<file path="src/rtl/imu_pkg.sv">
// Shared IMU types: the 96-bit sample record used by the SPI reader and its consumers.
// Field k lives at bits [k*16 +: 16], so pitch is the least significant field.
package imu_pkg;

  localparam int IMU_FIELDS = 6;
  localparam int FIELD_W    = 16;

  // Declared MSB-first so that index 0 (pitch) sits in the low 16 bits
  typedef struct packed {
    logic signed [FIELD_W-1:0] z;
    logic signed [FIELD_W-1:0] y;
    logic signed [FIELD_W-1:0] x;
    logic signed [FIELD_W-1:0] yaw;
    logic signed [FIELD_W-1:0] roll;
    logic signed [FIELD_W-1:0] pitch;
  } data_t;

  typedef enum logic [1:0] {
    ST_IDLE,
    ST_ACCUM,
    ST_COMMIT,
    ST_PUBLISH
  } avgState_t;

  function automatic logic signed [FIELD_W-1:0] getField(input data_t d, input logic [2:0] k);
    return d[k*FIELD_W +: FIELD_W];
  endfunction

endpackage

</file>
<file path="src/rtl/imu_avg_if.sv">
// Bundle between the IMU reader side (master) and the moving-average smoother (slave).
interface imu_avg_if #(
  parameter int DEPTH = 8
);
  import imu_pkg::*;

  data_t                  in_data;
  data_t                  avg_data;
  logic                   avg_valid;
  logic [$clog2(DEPTH):0] fill;
  logic                   busy;

  modport master (
    output in_data,
    input  avg_data,
    input  avg_valid,
    input  fill,
    input  busy
  );

  modport slave (
    input  in_data,
    output avg_data,
    output avg_valid,
    output fill,
    output busy
  );

endinterface

</file>
<file path="src/rtl/imu_hist_ram.sv">
// DEPTH-entry sample history. Reading at the write pointer yields the oldest entry once full,
// so the smoother can subtract it before COMMIT overwrites it.
module imu_hist_ram
  import imu_pkg::*;
#(
  parameter int DEPTH = 8
) (
  input  logic                     clk,
  input  logic                     reset,
  input  logic                     i_we,
  input  logic [$clog2(DEPTH)-1:0] i_addr,
  input  data_t                    i_wdata,
  output data_t                    o_rdata
);

  data_t r_mem [DEPTH];

  always_ff @(posedge clk) begin
    if (reset) begin
      for (int i = 0; i < DEPTH; i++) begin
        r_mem[i] <= '0;
      end
    end else if (i_we) begin
      r_mem[i_addr] <= i_wdata;
    end
  end

  assign o_rdata = r_mem[i_addr];

endmodule

</file>
<file path="src/rtl/imu_avg.sv">
// Moving-average smoother: one running sum per IMU field, updated one field per cycle,
// publishing sum/DEPTH (floor) with a one-cycle valid once the window is full.
module imu_avg
  import imu_pkg::*;
#(
  parameter int DEPTH = 8
) (
  input  logic     clk,
  input  logic     reset,
  imu_avg_if.slave bus
);

  localparam int                PTR_W     = $clog2(DEPTH);
  localparam int                FILL_W    = PTR_W + 1;
  localparam int                SUM_W     = FIELD_W + PTR_W;
  localparam logic [FILL_W-1:0] FILL_FULL = FILL_W'(DEPTH);
  localparam logic [PTR_W-1:0]  PTR_LAST  = PTR_W'(DEPTH - 1);
  localparam logic [2:0]        K_LAST    = 3'(IMU_FIELDS - 1);

  avgState_t                r_state;
  data_t                    r_lastIn;
  data_t                    r_sample;
  data_t                    r_avgData;
  logic                     r_avgValid;
  logic                     r_busy;
  logic [2:0]               r_k;
  logic [PTR_W-1:0]         r_wrPtr;
  logic [FILL_W-1:0]        r_fill;
  logic signed [SUM_W-1:0]  r_sum [IMU_FIELDS];

  data_t                    w_histRd;
  data_t                    w_avgNext;
  logic                     w_histWe;
  logic                     w_full;
  logic signed [SUM_W-1:0]  w_addNew;
  logic signed [SUM_W-1:0]  w_subOld;
  logic signed [SUM_W-1:0]  w_sumNext;

  imu_hist_ram #(
    .DEPTH (DEPTH)
  ) uHist (
    .clk     (clk),
    .reset   (reset),
    .i_we    (w_histWe),
    .i_addr  (r_wrPtr),
    .i_wdata (r_sample),
    .o_rdata (w_histRd)
  );

  assign w_full   = (r_fill == FILL_FULL);
  assign w_histWe = (r_state == ST_COMMIT);

  // Both terms are sign-extended to the sum width, so the running sum can never overflow
  assign w_addNew  = SUM_W'(getField(r_sample, r_k));
  assign w_subOld  = w_full ? SUM_W'(getField(w_histRd, r_k)) : '0;
  assign w_sumNext = r_sum[r_k] + w_addNew - w_subOld;

  // Arithmetic shift floors toward negative infinity; the result always fits in a field
  always_comb begin
    w_avgNext = '0;
    for (int k = 0; k < IMU_FIELDS; k++) begin
      w_avgNext[k*FIELD_W +: FIELD_W] = FIELD_W'(r_sum[k] >>> PTR_W);
    end
  end

  always_ff @(posedge clk) begin
    if (reset) begin
      r_state    <= ST_IDLE;
      r_lastIn   <= '0;
      r_sample   <= '0;
      r_avgData  <= '0;
      r_avgValid <= 1'b0;
      r_busy     <= 1'b0;
      r_k        <= '0;
      r_wrPtr    <= '0;
      r_fill     <= '0;
      for (int k = 0; k < IMU_FIELDS; k++) begin
        r_sum[k] <= '0;
      end
    end else begin
      r_avgValid <= 1'b0;
      case (r_state)
        // Changes arriving while busy are dropped; only the value present on return is compared
        ST_IDLE: begin
          if (bus.in_data != r_lastIn) begin
            r_lastIn <= bus.in_data;
            r_sample <= bus.in_data;
            r_k      <= '0;
            r_busy   <= 1'b1;
            r_state  <= ST_ACCUM;
          end
        end
        ST_ACCUM: begin
          r_sum[r_k] <= w_sumNext;
          if (r_k == K_LAST) begin
            r_state <= ST_COMMIT;
          end else begin
            r_k <= r_k + 3'd1;
          end
        end
        ST_COMMIT: begin
          r_wrPtr <= (r_wrPtr == PTR_LAST) ? '0 : r_wrPtr + PTR_W'(1);
          if (!w_full) begin
            r_fill <= r_fill + FILL_W'(1);
          end
          r_state <= ST_PUBLISH;
        end
        ST_PUBLISH: begin
          r_avgData  <= w_avgNext;
          r_avgValid <= w_full;
          r_busy     <= 1'b0;
          r_state    <= ST_IDLE;
        end
        default: begin
          r_state <= ST_IDLE;
        end
      endcase
    end
  end

  assign bus.avg_data  = r_avgData;
  assign bus.avg_valid = r_avgValid;
  assign bus.fill      = r_fill;
  assign bus.busy      = r_busy;

endmodule

</file>
<file path="src/flat_wrapper.sv">
// flat-port wrapper written by rule: the top's interface ports become plain ports
module imu_avg_flat import imu_pkg::*;
#(
  parameter int DEPTH = 8
)
  (clk, reset, bus_in_data, bus_avg_data, bus_avg_valid, bus_fill, bus_busy);
  imu_avg_if #(.DEPTH(DEPTH)) bus_i ();
  input  logic clk;
  input  logic reset;
  input wire logic [$bits(bus_i.in_data)-1:0] bus_in_data;
  output wire logic [$bits(bus_i.avg_data)-1:0] bus_avg_data;
  output wire logic [$bits(bus_i.avg_valid)-1:0] bus_avg_valid;
  output wire logic [$bits(bus_i.fill)-1:0] bus_fill;
  output wire logic [$bits(bus_i.busy)-1:0] bus_busy;
  assign bus_i.in_data = bus_in_data;
  assign bus_avg_data = bus_i.avg_data;
  assign bus_avg_valid = bus_i.avg_valid;
  assign bus_fill = bus_i.fill;
  assign bus_busy = bus_i.busy;
  imu_avg #(.DEPTH(DEPTH)) u_core (.clk(clk), .reset(reset), .bus(bus_i));
endmodule
</file>
<file path="config.mk">
export PLATFORM = sky130hd
export DESIGN_NAME = imu_avg_flat
export DESIGN_NICKNAME = d
export VERILOG_FILES = /design/src/rtl/imu_pkg.sv /design/src/rtl/imu_avg_if.sv /design/src/rtl/imu_hist_ram.sv /design/src/rtl/imu_avg.sv /design/src/flat_wrapper.sv
export SDC_FILE = /design/constraint.sdc
export NUM_CORES = 2
export LEC_CHECK = 0
export ABC_AREA = 1
export ABC_CLOCK_PERIOD_IN_PS = 11900
export CAP_MARGIN = 20
export CORE_MARGIN = 3
export CORE_UTILIZATION = 40
export CTS_CLUSTER_SIZE = 14
export DETAILED_ROUTE_END_ITERATION = 16
export GPL_ROUTABILITY_DRIVEN = 0
export MAX_ROUTING_LAYER = met4
export PLACE_DENSITY_LB_ADDON = 0.2
export SLEW_MARGIN = 20
export SYNTH_ARGS = -nofsm -noshare
export SYNTH_HDL_FRONTEND = slang
export SYNTH_SLANG_ARGS = --single-unit
</file>
<file path="constraint.sdc">
create_clock -name clk -period 11.9 [get_ports clk]
set_input_delay 2.38 -clock clk [delete_from_list [all_inputs] [get_ports clk]]
set_output_delay 2.38 -clock clk [all_outputs]
set_load 0.01 [all_outputs]
</file>
; ---- Yosys cells after proc, flatten, opt, wreduce, memory -nomap -nowiden
; Memories as Yosys holds them, arrays and structs flattened. A register that Yosys moved wholly into a read port is not among the register bits.
; Index checks and enable logic that the tools add are counted.
[classes]
div = 0
n_reduce_logical = 11
n_addsub = 5
n_mux = 28
n_mul = 0
n_bitwise = 2
shifts = 2
eq_ne = 10
magnitude_cmp = 0
[ops]
columns = op, n
row1 = 96-bit by 8-bit indexed part select with 16-bit output, 2
row2 = 96-bit 2-to-1 mux, 1
row3 = 96-bit inequality test, 1
row4 = 96-bit OR reduction, 1
row5 = 19-bit 2-to-1 mux, 2
row6 = 3-bit 2-to-1 mux, 9
row7 = 19-bit by 16-bit adder with 19-bit output, 1
row8 = 19-bit OR reduction, 1
row9 = 19-bit subtractor, 1
row10 = 1-bit 2-to-1 mux, 11
row11 = 2-bit case mux with 4 select lines, 1
row12 = 2-bit AND reduction, 4
row13 = "3-bit by 1-bit adder with 3-bit output, second input constant", 2
row14 = "3-bit equality test, second input constant", 2
row15 = 3-bit case mux with 2 select lines, 1
row16 = "4-bit by 1-bit adder with 4-bit output, second input constant", 1
row17 = "2-bit equality test, second input constant", 2
row18 = "4-bit equality test, second input constant", 1
row19 = 2-bit 2-to-1 mux, 2
row20 = "2-bit by 1-bit inequality test with 1-bit output, second input constant", 2
row21 = 2-bit nonzero test, 2
row22 = 3-bit AND reduction, 1
row23 = "2-bit by 1-bit equality test with 1-bit output, second input constant", 1
row24 = 2-bit zero test, 1
row25 = other kinds (4), 5
[totals]
ramBits = 882
elab_cells = 72
romBits = 0
latchBits = 0
input_bits = 98
n_memories = 2
register_bits = 110
[mem_list]
columns = name, words, width, rd, rd_ports_with_merged_regs, write_ports, line
row1 = u_core.uHist.r_mem, 8, 96, 1, 1, 8, imu_hist_ram.sv:16  ; data_t r_mem [DEPTH];
row2 = u_core.r_sum, 6, 19, 7, 7, 6, imu_avg.sv:29  ; logic signed [SUM_W-1:0] r_sum [IMU_FIELDS];

; ---- Longest topological paths before layout
[depth]
depth_word = 6
mapped_depth = 28
mapped_depth_nobuf = 25

; ---- Modules after synthesis
; From an unflattened synthesis, not the netlist that was laid out.
[unflattened]
hier_cells = 6242
hier_area_um2 = 53373.7
[by_module_without_submodules]
columns = module, cells_each, instances, seq_area_each_um2, area_per_inst_um2
row1 = imu_hist_ram, 3894, 1, 23062.1, 35163.7
row2 = imu_avg, 2348, 1, 8748.4, 18210.0

; ---- Worst setup path after synthesis
; OpenSTA, ideal clock, no wires.
[synth_timing]
path_kind = in2reg
from = in reset
to = mem u_core.uHist.r_mem[2][0] in the netlist's numbering, enable pin
setup_time_ps = 899
arrival_ps = 5186
setup_slack_ps = 5815
required_time_ps = 11001
stages = 8
cell_sequence = clkbuf_1 -> nor2_1 -> inv_1 -> nor2_1 -> nand2_1 -> clkbuf_1 -> clkbuf_1 -> nand2_1
[synth_lines]
columns = item, line
row1 = "start, declared", flat_wrapper.sv:9  ; input logic reset;
row2 = "end, declared", imu_hist_ram.sv:16

==> flow_summary_export.csv <==
group,metric,value,unit
pwr,power_frac_comb,37.3,%
layout,nets,5298,
pwr,clkPwrFrac,26.7,%
min_path,min_path_type,"flip-flop to flip-flop",
timing,relSlewSlack,20.05,%
placed_design,dp_cells,6682,
worst_setup_path,cp_slowest_cell,"buf_4",
worst_setup_path,required,12310,ps
pwr,total_power,0.01394,W
detailed_routing,wirelength,179400,um
logic_synthesis,syn_area,51070,um2
timing,setup_viol,0,
worst_setup_path,cp_common_cell,"nand3_1",
global_route,grt_pass1_wl,260700,um
worst_setup_path,worst_ep_arrival_time,7210,ps
floorplan,core-area,126200,um2
worst_setup_path,slowest_delay,850,ps
floorplan,initial_core_util,40.46,%
floorplan,die_area,132000,um2
worst_setup_path,r2r_end,"u_core.r_sum[5][15]",
logic_synthesis,syn-num-nets,5316,
detailed_routing,vias_per_cell,5.789,
global_route,use_met2,40.62,%
global_route,globalRouteOverflowTotal,0,
logic_synthesis,ys_seq_elements,1132,
detailed_routing,drc,0,
worst_setup_path,cp_cell_sequence,"buf_4 -> buf_4 -> o21ai_0 -> o221ai_1 -> nand3_1 -> nand3_1 -> nand3_1 -> a21oi_1 -> fa_1 -> inv_1 -> ha_1 -> nand2_1 -> o21ai_0 -> a21oi_1 -> o21ai_0 -> nand3_1 -> nand2_1 -> nand2_1 -> nand3_1 -> inv_1",
timing,fin_crit_sh,57.17,%
logic_synthesis,yosysSeqAreaShare,62.40,%
detailed_routing,first_pass_iters,6,
timing,fin_crit,6803,ps
floorplan,row_count,130,
placed_design,place_hpwl,108700,um
pwr,power.switching,0.005759,W
min_path,whs_path_depth,2,
worst_setup_path,worstSetupPathType,"flip-flop to flip-flop",
worst_setup_path,crit_fanout,89,
clock_tree,cts_sinks,1132,
detailed_routing,ant_nets,0,
global_route,grt_pass1_vias,37709,
global_route,met1_usage,37.28,%
floorplan,pin_count,200,
logic_synthesis,synth_edf_count,920,
logic_synthesis,yosys_warnings,0,
clock_tree,postCtsSetupRepairBufs,0,
min_path,holdPathEnd,"bus_avg_data[89]",
clock_tree,cts_tree,"done",
layout,final_cells,6913,
clock_tree,cts.root.buffer_cell,"clkbuf_16",
worst_setup_path,regToRegSetupSlack,5100,ps
layout,synthToLayoutAreaGrowth,13.26,%
pwr,p_seq_share,36.0,%
logic_synthesis,ys.flop_type,"edfxtp_1",
floorplan,die_w,363.3,um
run_status,status,"finished, final reports clean",
detailed_routing,vias,40018,
min_path,hold_start,"bus_avg_data[89]",
timing,maxSlewViolCount,0,
global_route,track_usage,27.34,%
placed_design,dpl_worst_slack,5188,ps
clock_tree,cts_buffers,119,
global_route,grt_max_degree,186,
clock_tree,cts.clk_slew.worst_paths,60,ps
timing,tightest_slew,1199,ps
worst_setup_path,reg2regPathDepth,20,
clock_tree,cts_buffer_depth,3,
pwr,ir_drop,166.5,uV
pwr,swShare,41.31,%
pwr,power_density,241.0,nW/um2
logic_synthesis,ys_types,42,
placed_design,port-buffer-count,199,
timing,fmax,147.0,MHz
clock_tree,cts-resized-gates,0,
clock_tree,insertion_delay,740,ps
layout,drive_gt1_share,7.741,%
pwr,leakagePower,20.92,nW
global_route,grt_use_met3,5.688,%
timing,rsz0062_at_grt,"no",
timing,finalWorstSetupSlack,5097,ps
logic_synthesis,async_reset_ff_share,0,%
timing,finalHoldViolations,0,
flow_run,maxCapViolations,0,
timing,setup_tns,0,ps
logic_synthesis,syn_area_per_cell,9.877,um2
floorplan,dieHeight,363.3,um
clock_tree,holdBufCountCts,0,
detailed_routing,wl_per_cell,25.95,um
clock_tree,htree_levels,3,
worst_setup_path,critPathLaunchType,"flip-flop",
timing,clock_skew,64.35,ps
pwr,internal_power,0.008181,W
detailed_routing,drt_iter0_markers,5168,
global_route,antenna_found_initial,6,
logic_synthesis,netlist_instances,5171,
worst_setup_path,worstSetupEndpointType,"flip-flop",
global_route,top_usage_layer,"met2",
==> flip-flops by register name, indices dropped and copies added, names as in the netlist, named ones only <==
signal	cells
u_core.r_k	3
u_core.bus.busy	1
u_core.r_state	2
u_core.uHist.r_mem	768
u_core.r_lastIn	96
u_core.r_wrPtr	3
u_core.r_sum	152
bus_avg_data	96
u_core.bus.avg_valid	1
u_core.bus.fill	4
==> power groups by stage <==
stage	Sequential, W	Clock [W]	Combinational (W)
floorplan	0.00500	0	0.00332
global placement	0.00509	0	0.00508
detailed placement	0.00509	0	0.00508
CTS	0.00501	0.00375	0.00510
global route	0.00506	0.00390	0.00563
finish	0.00502	0.00372	0.00520
==> layer usage <==
metal,vias to the layer above,part of all wire [%]
li1,17826,-
met1,19755,41
met2,2113,44
met3,324,10
met4,0,3.9
met5,-,0
==> cell usage after synthesis (19+ instances only) <==
cell type	number	share of area (%)
o211ai_1	41	0.60
xor2_1	20	0.34
nand2_1	373	2.7
o22ai_1	78	0.96
o221ai_1	105	1.8
nor2_1	1536	11
ha_1	29	0.71
o21ai_1	104	1.0
dfxtp_1	212	8.3
edfxtp_1	920	54
a21oi_2	84	1.4
or2_2	19	0.23
clkinv_1	64	0.47
inv_1	127	0.93
clkbuf_1	261	1.9
buf_2	60	0.59
o21ai_0	555	5.4
nand3_1	186	1.8
buf_6	29	0.64
xnor2_1	40	0.69
a21oi_1	169	1.7
buf_1	35	0.26
==> worst max-delay path, delay by kind of cell, from the launching register on <==
kind	cells	cell delay, ps
flip-flops	1	700
adder cells (fa/ha/maj)	2	740
AO/OA/AOI/OAI	6	1830
buffers and inverters	4	1810
AND/OR/NAND/NOR	8	1340
==> cells in the final DEF (no fill, tap or decap), drive strengths merged, types with 4 or more instances in the layout <==
cell and count:
o221ai 105, o22ai 78, a32oi 16, nand2 375
nand4 17, o31ai 4, inv 153, ha 29
clkbuf 166, xnor2 40, dfxtp 212, xor2 20
a21oi 253, nor3 16, nor2 1538, nand3 186
diode 5, nor4 4, clkdlybuf4s50 199, buf 62
o211ai 41, edfxtp 920, o21ai 660, or2 20
fa 18, clkinv 112
==> cell families (layout without fill, tap and decap cells) <==
kind of cell | Yosys count | in the layout | synth area share [%]
AO/OA/AOI/OAI | 1166 | 1166 | 13.41
XOR/XNOR | 60 | 60 | 1.029
adder cells (fa/ha/maj) | 47 | 47 | 1.416
buffers and inverters | 608 | 695 | 5.157
flip-flops | 1132 | 1132 | 62.40
other | 0 | 5 | 0
AND/OR/NAND/NOR | 2158 | 2158 | 16.59
==> worst max path at each step <==
stage	from	endpoint	slack (ps)	depth (start not counted)
after floorplan	reset	u_core.uHist.r_mem[2][0]	5810	8
after global placement	reset	u_core.uHist.r_mem[6][71]	5240	7
after detailed placement	reset	u_core.uHist.r_mem[2][88]	5190	7
after CTS	flip-flop	u_core.r_sum[6][17]	5330	20
after global routing	flip-flop	u_core.r_sum[7][18]	4790	20
final	flip-flop	u_core.r_sum[5][15]	5100	20
==> metrics by stage <==
stage               util, %  hold slack [ps]  area (um2)
floorplan                 -            472.0       51070
global placement      42.74            479.7       53950
detailed placement    42.74            480.7       53950
CTS                   45.81            501.0       57820
global route          45.83            526.5       57840
finish                45.83            499.4       57840
==> area by class of cell <==
| type | instances | area [um2] |
|---|---|---|
| clock inverters | 60 | 460.4 |
| well taps | 1650 | 2064 |
| repair buffers | 261 | 2474 |
| clock buffers | 166 | 3416 |
| diodes | 5 | 12.51 |
| flip-flops and latches | 1132 | 31890 |
| inverters | 208 | 800.8 |
| fillers | 11959 | 68380 |
| multi-input cells | 3431 | 16730 |
(Power assumes the default switching activity.)
